## config.mk

```make
export PLATFORM = sky130hd
export DESIGN_NAME = output_conditioner
export DESIGN_NICKNAME = d
export VERILOG_FILES = /design/src/rtl/output_conditioner_pkg.sv /design/src/rtl/output_conditioner_dwell_timer.sv /design/src/rtl/output_conditioner.sv
export SDC_FILE = /design/constraint.sdc
export NUM_CORES = 1
export LEC_CHECK = 0
export BUFFER_PORTS_ARGS = -buffer_cell sky130_fd_sc_hd__buf_4
export CAP_MARGIN = 25
export CORE_AREA = 2 2 39 41
export CTS_CLUSTER_DIAMETER = 30
export DETAILED_ROUTE_END_ITERATION = 12
export DIE_AREA = 0 0 41 43
export GPL_ROUTABILITY_DRIVEN = 0
export GPL_TIMING_DRIVEN = 0
export PLACE_DENSITY = 0.63
export SYNTH_ARGS = -nofsm -noshare
export SYNTH_HDL_FRONTEND = slang
export SYNTH_SLANG_ARGS = --single-unit
```

## constraint.sdc

```tcl
create_clock -name clk -period 3.3 [get_ports clk]
set_input_delay 0.66 -clock clk [delete_from_list [all_inputs] [get_ports clk]]
set_output_delay 0.66 -clock clk [all_outputs]
set_load 0.01 [all_outputs]
```

## src/rtl/output_conditioner_pkg.sv

```systemverilog
// -----------------------------------------------------------------------------
// output_conditioner_pkg
//
// Purpose:
//   Shared definitions for the output conditioner and the planned
//   multi-channel driver:
//     - FSM state encoding (STATE_IDLE / STATE_DWELL)
//     - request-priority encoding (REQ_NONE / REQ_SET / REQ_CLEAR / REQ_TOGGLE)
//     - helpers that turn raw request pulses into a single request and then
//       into a target level.
//
// Ports: none (package).
// -----------------------------------------------------------------------------
package output_conditioner_pkg;

    typedef enum logic {
        STATE_IDLE  = 1'b0,
        STATE_DWELL = 1'b1
    } state_t;

    typedef enum logic [1:0] {
        REQ_NONE   = 2'd0,
        REQ_SET    = 2'd1,
        REQ_CLEAR  = 2'd2,
        REQ_TOGGLE = 2'd3
    } req_t;

    // Priority: clear over set, and either of them masks toggle.
    function automatic req_t encode_request(
        input logic setpulse,
        input logic clearpulse,
        input logic togglepulse
    );
        req_t req;
        if (clearpulse) begin
            req = REQ_CLEAR;
        end else if (setpulse) begin
            req = REQ_SET;
        end else if (togglepulse) begin
            req = REQ_TOGGLE;
        end else begin
            req = REQ_NONE;
        end
        return req;
    endfunction

    // Level the channel should end up at. 'effective' is the queued target
    // when a transition is pending, otherwise the current driven level, so a
    // toggle always inverts what the output is heading towards.
    function automatic logic resolve_level(
        input req_t req,
        input logic effective
    );
        logic level;
        case (req)
            REQ_SET:    level = 1'b1;
            REQ_CLEAR:  level = 1'b0;
            REQ_TOGGLE: level = ~effective;
            default:    level = effective;
        endcase
        return level;
    endfunction

endpackage

```

## src/rtl/output_conditioner_dwell_timer.sv

```systemverilog
// -----------------------------------------------------------------------------
// output_conditioner_dwell_timer
//
// Purpose:
//   Dwell counter for the output conditioner. Counts clock cycles since the
//   last restart and flags the final cycle of the dwell interval.
//
// Parameters:
//   counterwidth  counter width in bits; 2^counterwidth >= mindwell
//   mindwell      dwell length in cycles, 1 .. 2^counterwidth
//
// Ports:
//   clk      in   rising-edge clock
//   reset_n  in   synchronous active-low reset, clears the count
//   restart  in   load 0 on the next edge (has priority over enable)
//   enable   in   increment on the next edge
//   done     out  high while the count equals mindwell-1
// -----------------------------------------------------------------------------
module output_conditioner_dwell_timer #(
    parameter int counterwidth = 3,
    parameter int mindwell     = 3
) (
    input  logic clk,
    input  logic reset_n,
    input  logic restart,
    input  logic enable,
    output logic done
);

    localparam logic [counterwidth-1:0] LAST = counterwidth'(mindwell - 1);
    localparam logic [counterwidth-1:0] ONE  = counterwidth'(1);

    generate
        if (mindwell < 1 || mindwell > (1 << counterwidth)) begin : g_bad_param
            $error("output_conditioner_dwell_timer: mindwell out of range for counterwidth");
        end
    endgenerate

    logic [counterwidth-1:0] count;

    // The owner restarts the counter whenever done is seen, so the count never
    // advances past LAST and cannot wrap, even when LAST is all ones.
    always_ff @(posedge clk) begin
        if (!reset_n) begin
            count <= '0;
        end else if (restart) begin
            count <= '0;
        end else if (enable) begin
            count <= count + ONE;
        end
    end

    assign done = (count == LAST);

endmodule

```

## src/rtl/output_conditioner.sv

```systemverilog
// -----------------------------------------------------------------------------
// output_conditioner
//
// Purpose:
//   Turns single-cycle set / clear / toggle requests into a clean level on
//   drivensignal that, once changed, is held for at least mindwell cycles.
//   Requests arriving during the hold are folded into a single queued target
//   which is applied exactly at the end of the hold if it still differs from
//   the driven level. Each transition produces a one-cycle edge pulse.
//
// Parameters:
//   counterwidth  dwell counter width; 2^counterwidth >= mindwell
//   mindwell      minimum hold time in cycles, 1 .. 2^counterwidth
//
// Ports:
//   clk           in   rising-edge clock
//   reset_n       in   synchronous active-low reset, overrides all requests
//   setpulse      in   request drivensignal = 1
//   clearpulse    in   request drivensignal = 0 (beats setpulse)
//   togglepulse   in   request inversion of the effective target
//   drivensignal  out  conditioned level (registered)
//   positiveedge  out  high in the first cycle drivensignal = 1
//   negativeedge  out  high in the first cycle drivensignal = 0
//   busy          out  hold interval active
//   pending       out  a deferred transition is queued
// -----------------------------------------------------------------------------
import output_conditioner_pkg::*;

module output_conditioner #(
    parameter int counterwidth = 3,
    parameter int mindwell     = 3
) (
    input  logic clk,
    input  logic reset_n,
    input  logic setpulse,
    input  logic clearpulse,
    input  logic togglepulse,
    output logic drivensignal,
    output logic positiveedge,
    output logic negativeedge,
    output logic busy,
    output logic pending
);

    state_t state;
    logic   target;

    req_t   req;
    logic   effective;
    logic   resolved;
    logic   dwell_done;
    logic   decide;
    logic   take_transition;
    logic   timer_restart;
    logic   timer_enable;

    // Request resolution
    assign req       = encode_request(setpulse, clearpulse, togglepulse);
    assign effective = pending ? target : drivensignal;
    assign resolved  = resolve_level(req, effective);

    // A decision is made every cycle in IDLE and on the last cycle of a
    // hold. A same-cycle request takes part in that decision.
    assign decide          = (state == STATE_IDLE) || dwell_done;
    assign take_transition = decide && (resolved != drivensignal);

    // Restarting on every decision cycle both zeroes the count after a
    // transition and parks it at 0 while IDLE.
    assign timer_restart = decide;
    assign timer_enable  = (state == STATE_DWELL);

    output_conditioner_dwell_timer #(
        .counterwidth (counterwidth),
        .mindwell     (mindwell)
    ) u_dwell_timer (
        .clk     (clk),
        .reset_n (reset_n),
        .restart (timer_restart),
        .enable  (timer_enable),
        .done    (dwell_done)
    );

    // Control FSM and registered outputs
    always_ff @(posedge clk) begin
        if (!reset_n) begin
            state        <= STATE_IDLE;
            target       <= 1'b0;
            drivensignal <= 1'b0;
            positiveedge <= 1'b0;
            negativeedge <= 1'b0;
            busy         <= 1'b0;
            pending      <= 1'b0;
        end else begin
            positiveedge <= 1'b0;
            negativeedge <= 1'b0;

            if (take_transition) begin
                // Applies from IDLE and at hold end alike; a new hold starts.
                drivensignal <= resolved;
                positiveedge <= resolved;
                negativeedge <= ~resolved;
                target       <= resolved;
                pending      <= 1'b0;
                state        <= STATE_DWELL;
                busy         <= 1'b1;
            end else if (state == STATE_DWELL) begin
                if (dwell_done) begin
                    // Queued target ended equal to the output: nothing to do.
                    target  <= drivensignal;
                    pending <= 1'b0;
                    state   <= STATE_IDLE;
                    busy    <= 1'b0;
                end else begin
                    // Inside the hold requests only move the queued target;
                    // opposite requests can therefore cancel each other.
                    target  <= resolved;
                    pending <= (resolved != drivensignal);
                end
            end
        end
    end

endmodule

```

== After elaboration in Yosys (flattened, before gate mapping) ==
Cells that the tools add are included.

* $mul: 0
* Muxes and demuxes: 15
* $lt $le $gt $ge: 0
* $add $sub $neg: 1
* Equal/unequal tests: 5
* Bitwise operators: 4
* Divide/modulo/power cells: 0
* Reductions and logical operators: 8
* Shifts and indexed selects: 0

{| class="wikitable"
|+ Operators by type and width
! operator !! number
|-
| $mux 1 || 11
|-
| $mux 2 || 3
|-
| $eq 2x2->1 const B || 2
|-
| $not 1->1 || 4
|-
| $reduce_and 2->1 || 2
|-
| $reduce_bool 2->1 || 2
|-
| $reduce_or 2->1 || 2
|-
| $add 3x1->3 const B || 1
|-
| $eq 3x2->1 const B || 1
|-
| $pmux 1 s3 || 1
|-
| $eq 2x1->1 const B || 1
|-
| $logic_and 1x1->1 || 1
|-
| $logic_or 1x1->1 || 1
|-
| $ne 1x1->1 || 1
|}

* Memory bits (writable): 0
* Latch bits: 0
* Bits of input ports: 5
* Output and inout bits: 5
* Word-level logic and storage cells: 41
* Memories kept: 0
* ROM bits: 0
* Register bits after elaboration: 10

== Logic depth before layout (Yosys ltp) ==
* Depth after elaboration: 9
* Mapped depth: 6

== Hierarchy ==
A second synthesis with hierarchy kept.

* Cells, all modules: 62
* Area, all modules: 546.8 um2

{| class="wikitable"
|+ Modules (own cells, without submodules)
! module !! instances !! area each (um2) !! cells an instance !! sequential area each (um2)
|-
| output_conditioner || 1 || 391.6 || 47 || 140.1
|-
| output_conditioner_dwell_timer || 1 || 155.1 || 15 || 60.1
|}

== Least setup slack after synthesis ==
No wires, ideal clock.

* Kind: input to register
* Start: in clearpulse
* End: reg busy
* Data arrival time: 1.631 ns
* Stages on the path: 4
* Path buffers: 0
* Data required time: 3.242 ns
* Path slack: 1.611 ns
* Path through: or3b_1 -> o311a_1 -> o41ai_2 -> o211a_1

* Word-level cells in the longest chain between the ends: 7
* Elaborated cells on any way between the ends: 11
* Those cells by class: eq/ne: 4; mux: 3; reduce/logical: 4

{| class="wikitable"
|+ Ends and longest elaborated chain
! item !! RTL line !! text
|-
| start: declaration || output_conditioner.sv:36 || <nowiki>input logic clearpulse,</nowiki>
|-
| $mux 2 (*) || output_conditioner_pkg.sv:35 || <nowiki>if (clearpulse) begin</nowiki>
|-
| $eq 2x2->1 or $eq 2x1->1 (tied branches) || output_conditioner_pkg.sv:55 || <nowiki>case (req)</nowiki>
|-
| $pmux 1 s3 (*) || output_conditioner_pkg.sv:55 ||
|-
| $ne 1x1->1 (*) || output_conditioner.sv:65 || <nowiki>assign take_transition = decide && (resolved != drivensignal);</nowiki>
|-
| $logic_and 1x1->1 (*) || output_conditioner.sv:65 ||
|-
| $reduce_bool 2->1 (no line) || -- ||
|-
| $reduce_and 2->1 (no line) || -- ||
|-
| end signal: assignment || output_conditioner.sv:91 || <nowiki>busy <= 1'b0;</nowiki>
|-
| end signal: assignment || output_conditioner.sv:105 || <nowiki>busy <= 1'b1;</nowiki>
|-
| end signal: assignment || output_conditioner.sv:112 || <nowiki>busy <= 1'b0;</nowiki>
|-
| end: declaration || output_conditioner.sv:41 || <nowiki>output logic busy,</nowiki>
|}

Mark *: on every way between the ends. The rest lies on a longest branch, timed or not.
A chain may end at the register's enable or synchronous reset.

== Final worst setup path ==
Same ends and word-level chain as after synthesis.

==> flow_summary.ini <==
[finish]
fin_area_um2 = 618.1
antenna-diode-count = 0
num-nets-final = 77
post-route-util = 0.4467
fraction_of_layout_cells_with_a_size_suffix_above_1 = 0.2353
area_delta_synth_final_pct = 19.90

[synthesis]
synth_area_leader_cell = dfxtp_1
synth_top_flop_cell = dfxtp_1
ys_warn_count = 0
postSynthAreaPerCell_um2 = 9.044
synth_sequential_area_ratio = 0.3883
post_synth_instance_area_um2 = 515.5
synth_edf_count = 0
synth.net_count = 64
synth.top_cells.by_area = dfxtp_1, ha_1, inv_1
synth.top_cell.area_share = 0.3883
synth_cell_types = 29
postSynthRegisterBits = 10
ys_async_sr_fraction = 0
syn-instance-count = 57

[sta]
worst-slew-pin-transition_ns = 0.4435
slew_viol_final = 0
hold_viol_final = 0
grt_setup_unrepaired = false
period_minus_slack_ns = 1.615
maxClockFrequency_ghz = 0.6190
skew_ns = 0.007144
timing.final.setup_violations = 0
tns_ns = 0
period_share = 0.4895
timing.max_slew.rel_slack = 0.7012
final.setup.worst_slack_ns = 1.685

[place]
io_buffer_count = 8
postPlaceCellArea_um2 = 595.6
place.detailed.hpwl_um = 676.1
detailedPlace.worstSlack_ns = 1.409

[setup_path]
slowest_stage = or3b_1
crit_type = in -> reg
startpoint_type = input port
critPathArrivalTime_ns = 1.82
worstRegToRegCells = 5
path_max_fanout = 7
worst-endpoint-required_ns = 3.50
timing.rr.end = busy
regToRegStartpoint = drivensignal
end_kind = flop
rrSetupSlack_ns = 1.79
critical_path.top_delay_family = compound AO/OA/AOI/OAI gates
critical_path.cell_chain = buf_4 > or3b_1 > o311a_1 > o41ai_2 > o211a_1
critPathMaxStageDelay_ns = 0.34
path_buf_inv = 1

[clocking]
tritoncts = yes
cts_max_level = 1
cts-root-to-sink-buffers = 2
clk_pin_slew_worst_paths_ns = 0.05
ctsResizeCount = 0
cts_buffers = 3
ctsRootBufferMaster = clkbuf_4
number_of_setup_buffers_added_after_cts = 0
cts_hold_buf = 0
worst_skew_pair.late_latency_ns = 0.26
numClockSinks = 10

[grt]
grt_antenna_before_repair = 0
grt_overflow_total = 0
groute.usage.overall = 0.1299
grt_pass1_wl_um = 1469
grt_start_max_net_pins = 11
first_global_vias = 353

[die]
floorplan.initialDensity = 0.3725
die_area_um2 = 1763
io_pins = 10
core-area_um2 = 1384
rows = 14
floorplan.die.width_um = 41
die_h_um = 43

[route]
dr.first_iter.drc_count = 6
vias = 429
drt_first_pass_iters = 2
drc = 0
detail_route.vias_per_cell = 5.107
routedWlPerCell_um = 10.45
routed_wirelength_um = 878
antenna_left = 0

[power_and_ir_drop]
power-per-cell-area_nw_per_um2 = 444.3
peakVddDrop_v = 0.0003479
static_leakage_nw = 0.2656

[outcome]
run_status = complete, no violations

[min_path]
hold_wc_startpoint = u_dwell_timer.count[0]
hold_end = u_dwell_timer.count[0]
hold-path-cell-count = 1
class_of_the_worst_hold_path = reg -> reg

[job]
drv.max_cap_violation_count = 0
==> where the power goes <==
part / switching [mW] / internal, mW
logic: 0.0288 / 0.0283
clock network: 0.0371 / 0.0419
registers: 0.00792 / 0.131
total: 0.0738 / 0.201
==> Yosys cell counts, types with 2 or more instances <==
| cell | number |
|---|---|
| mux2i_1 | 2 |
| o21ai_0 | 2 |
| nor2_1 | 3 |
| o21a_1 | 2 |
| a21oi_1 | 3 |
| nand2_1 | 4 |
| ha_1 | 2 |
| inv_1 | 6 |
| dfxtp_1 | 10 |
| nand3_1 | 2 |
| nor3_1 | 3 |
==> how the worst max path moves through the flow <==
stage / from / endpoint / cells past startpoint
after floorplan: clearpulse / busy / 4
after global placement: clearpulse / pending / 5
after detailed placement: clearpulse / busy / 5
after CTS: clearpulse / busy / 5
after global routing: clearpulse / busy / 5
final: clearpulse / busy / 5
==> placed cells by master, fill, tap and decap left out, drive strengths merged, types with 2 or more instances in the layout <==
cell and instances:
nor2 3, o21a 2, nand3 2, mux2i 2
clkbuf 3, o21ai 2, buf 10, ha 2
dfxtp 10, inv 6, nor3 4, nand2 4
a21oi 3
==> per-stage QoR <==
stage	std cells	total power [mW]	hold slack, ns
5_1_grt	84	0.2932	0.4635
3_3_place_gp	81	0.1983	0.4322
3_5_place_dp	81	0.1989	0.4422
6_report	84	0.2746	0.4470
2_1_floorplan	57	0.1792	0.4173
4_1_cts	84	0.2781	0.4497
==> cells by family after synthesis <==
logic type               after synthesis  share of synthesized area
buffers and inverters                  8                    0.06795
AO/OA/AOI/OAI                         13                     0.1942
adder cells (fa/ha/maj)                2                    0.04854
multiplexers                           2                    0.03884
AND/OR/NAND/NOR                       21                     0.2452
XOR/XNOR                               1                    0.01699
flip-flops                            10                     0.3883
==> worst reg2reg max path, cell delays in order, from the launching register on <==
cell     delay [ns]
dfxtp_1        0.32
buf_4          0.16
or3_1          0.36
a21oi_1        0.26
nor3_2         0.09
o211a_1        0.21
==> routing by layer <==
layer	track usage	vias to the layer above	wire [um]
li1	-	229	-
met1	0.1558	187	422
met2	0.1688	9	382
met3	0.07853	4	54
met4	0.08000	0	19
met5	0	-	0
==> final cells by class <==
class / instances / area [um2]
buffer: 2 / 12.51
clock buffer: 3 / 22.52
fill: 143 / 765.7
inverter: 6 / 22.52
multi-input combinational: 39 / 280.3
sequential: 10 / 200.2
tap: 16 / 20.02
timing repair buffer: 8 / 60.06
==> sequential cells by signal, indices dropped and copies added, names as in the netlist <==
signal               cells
busy                     1
target                   1
state                    1
pending                  1
positiveedge             1
negativeedge             1
drivensignal             1
u_dwell_timer.count      3
(Power assumes the default switching activity.)
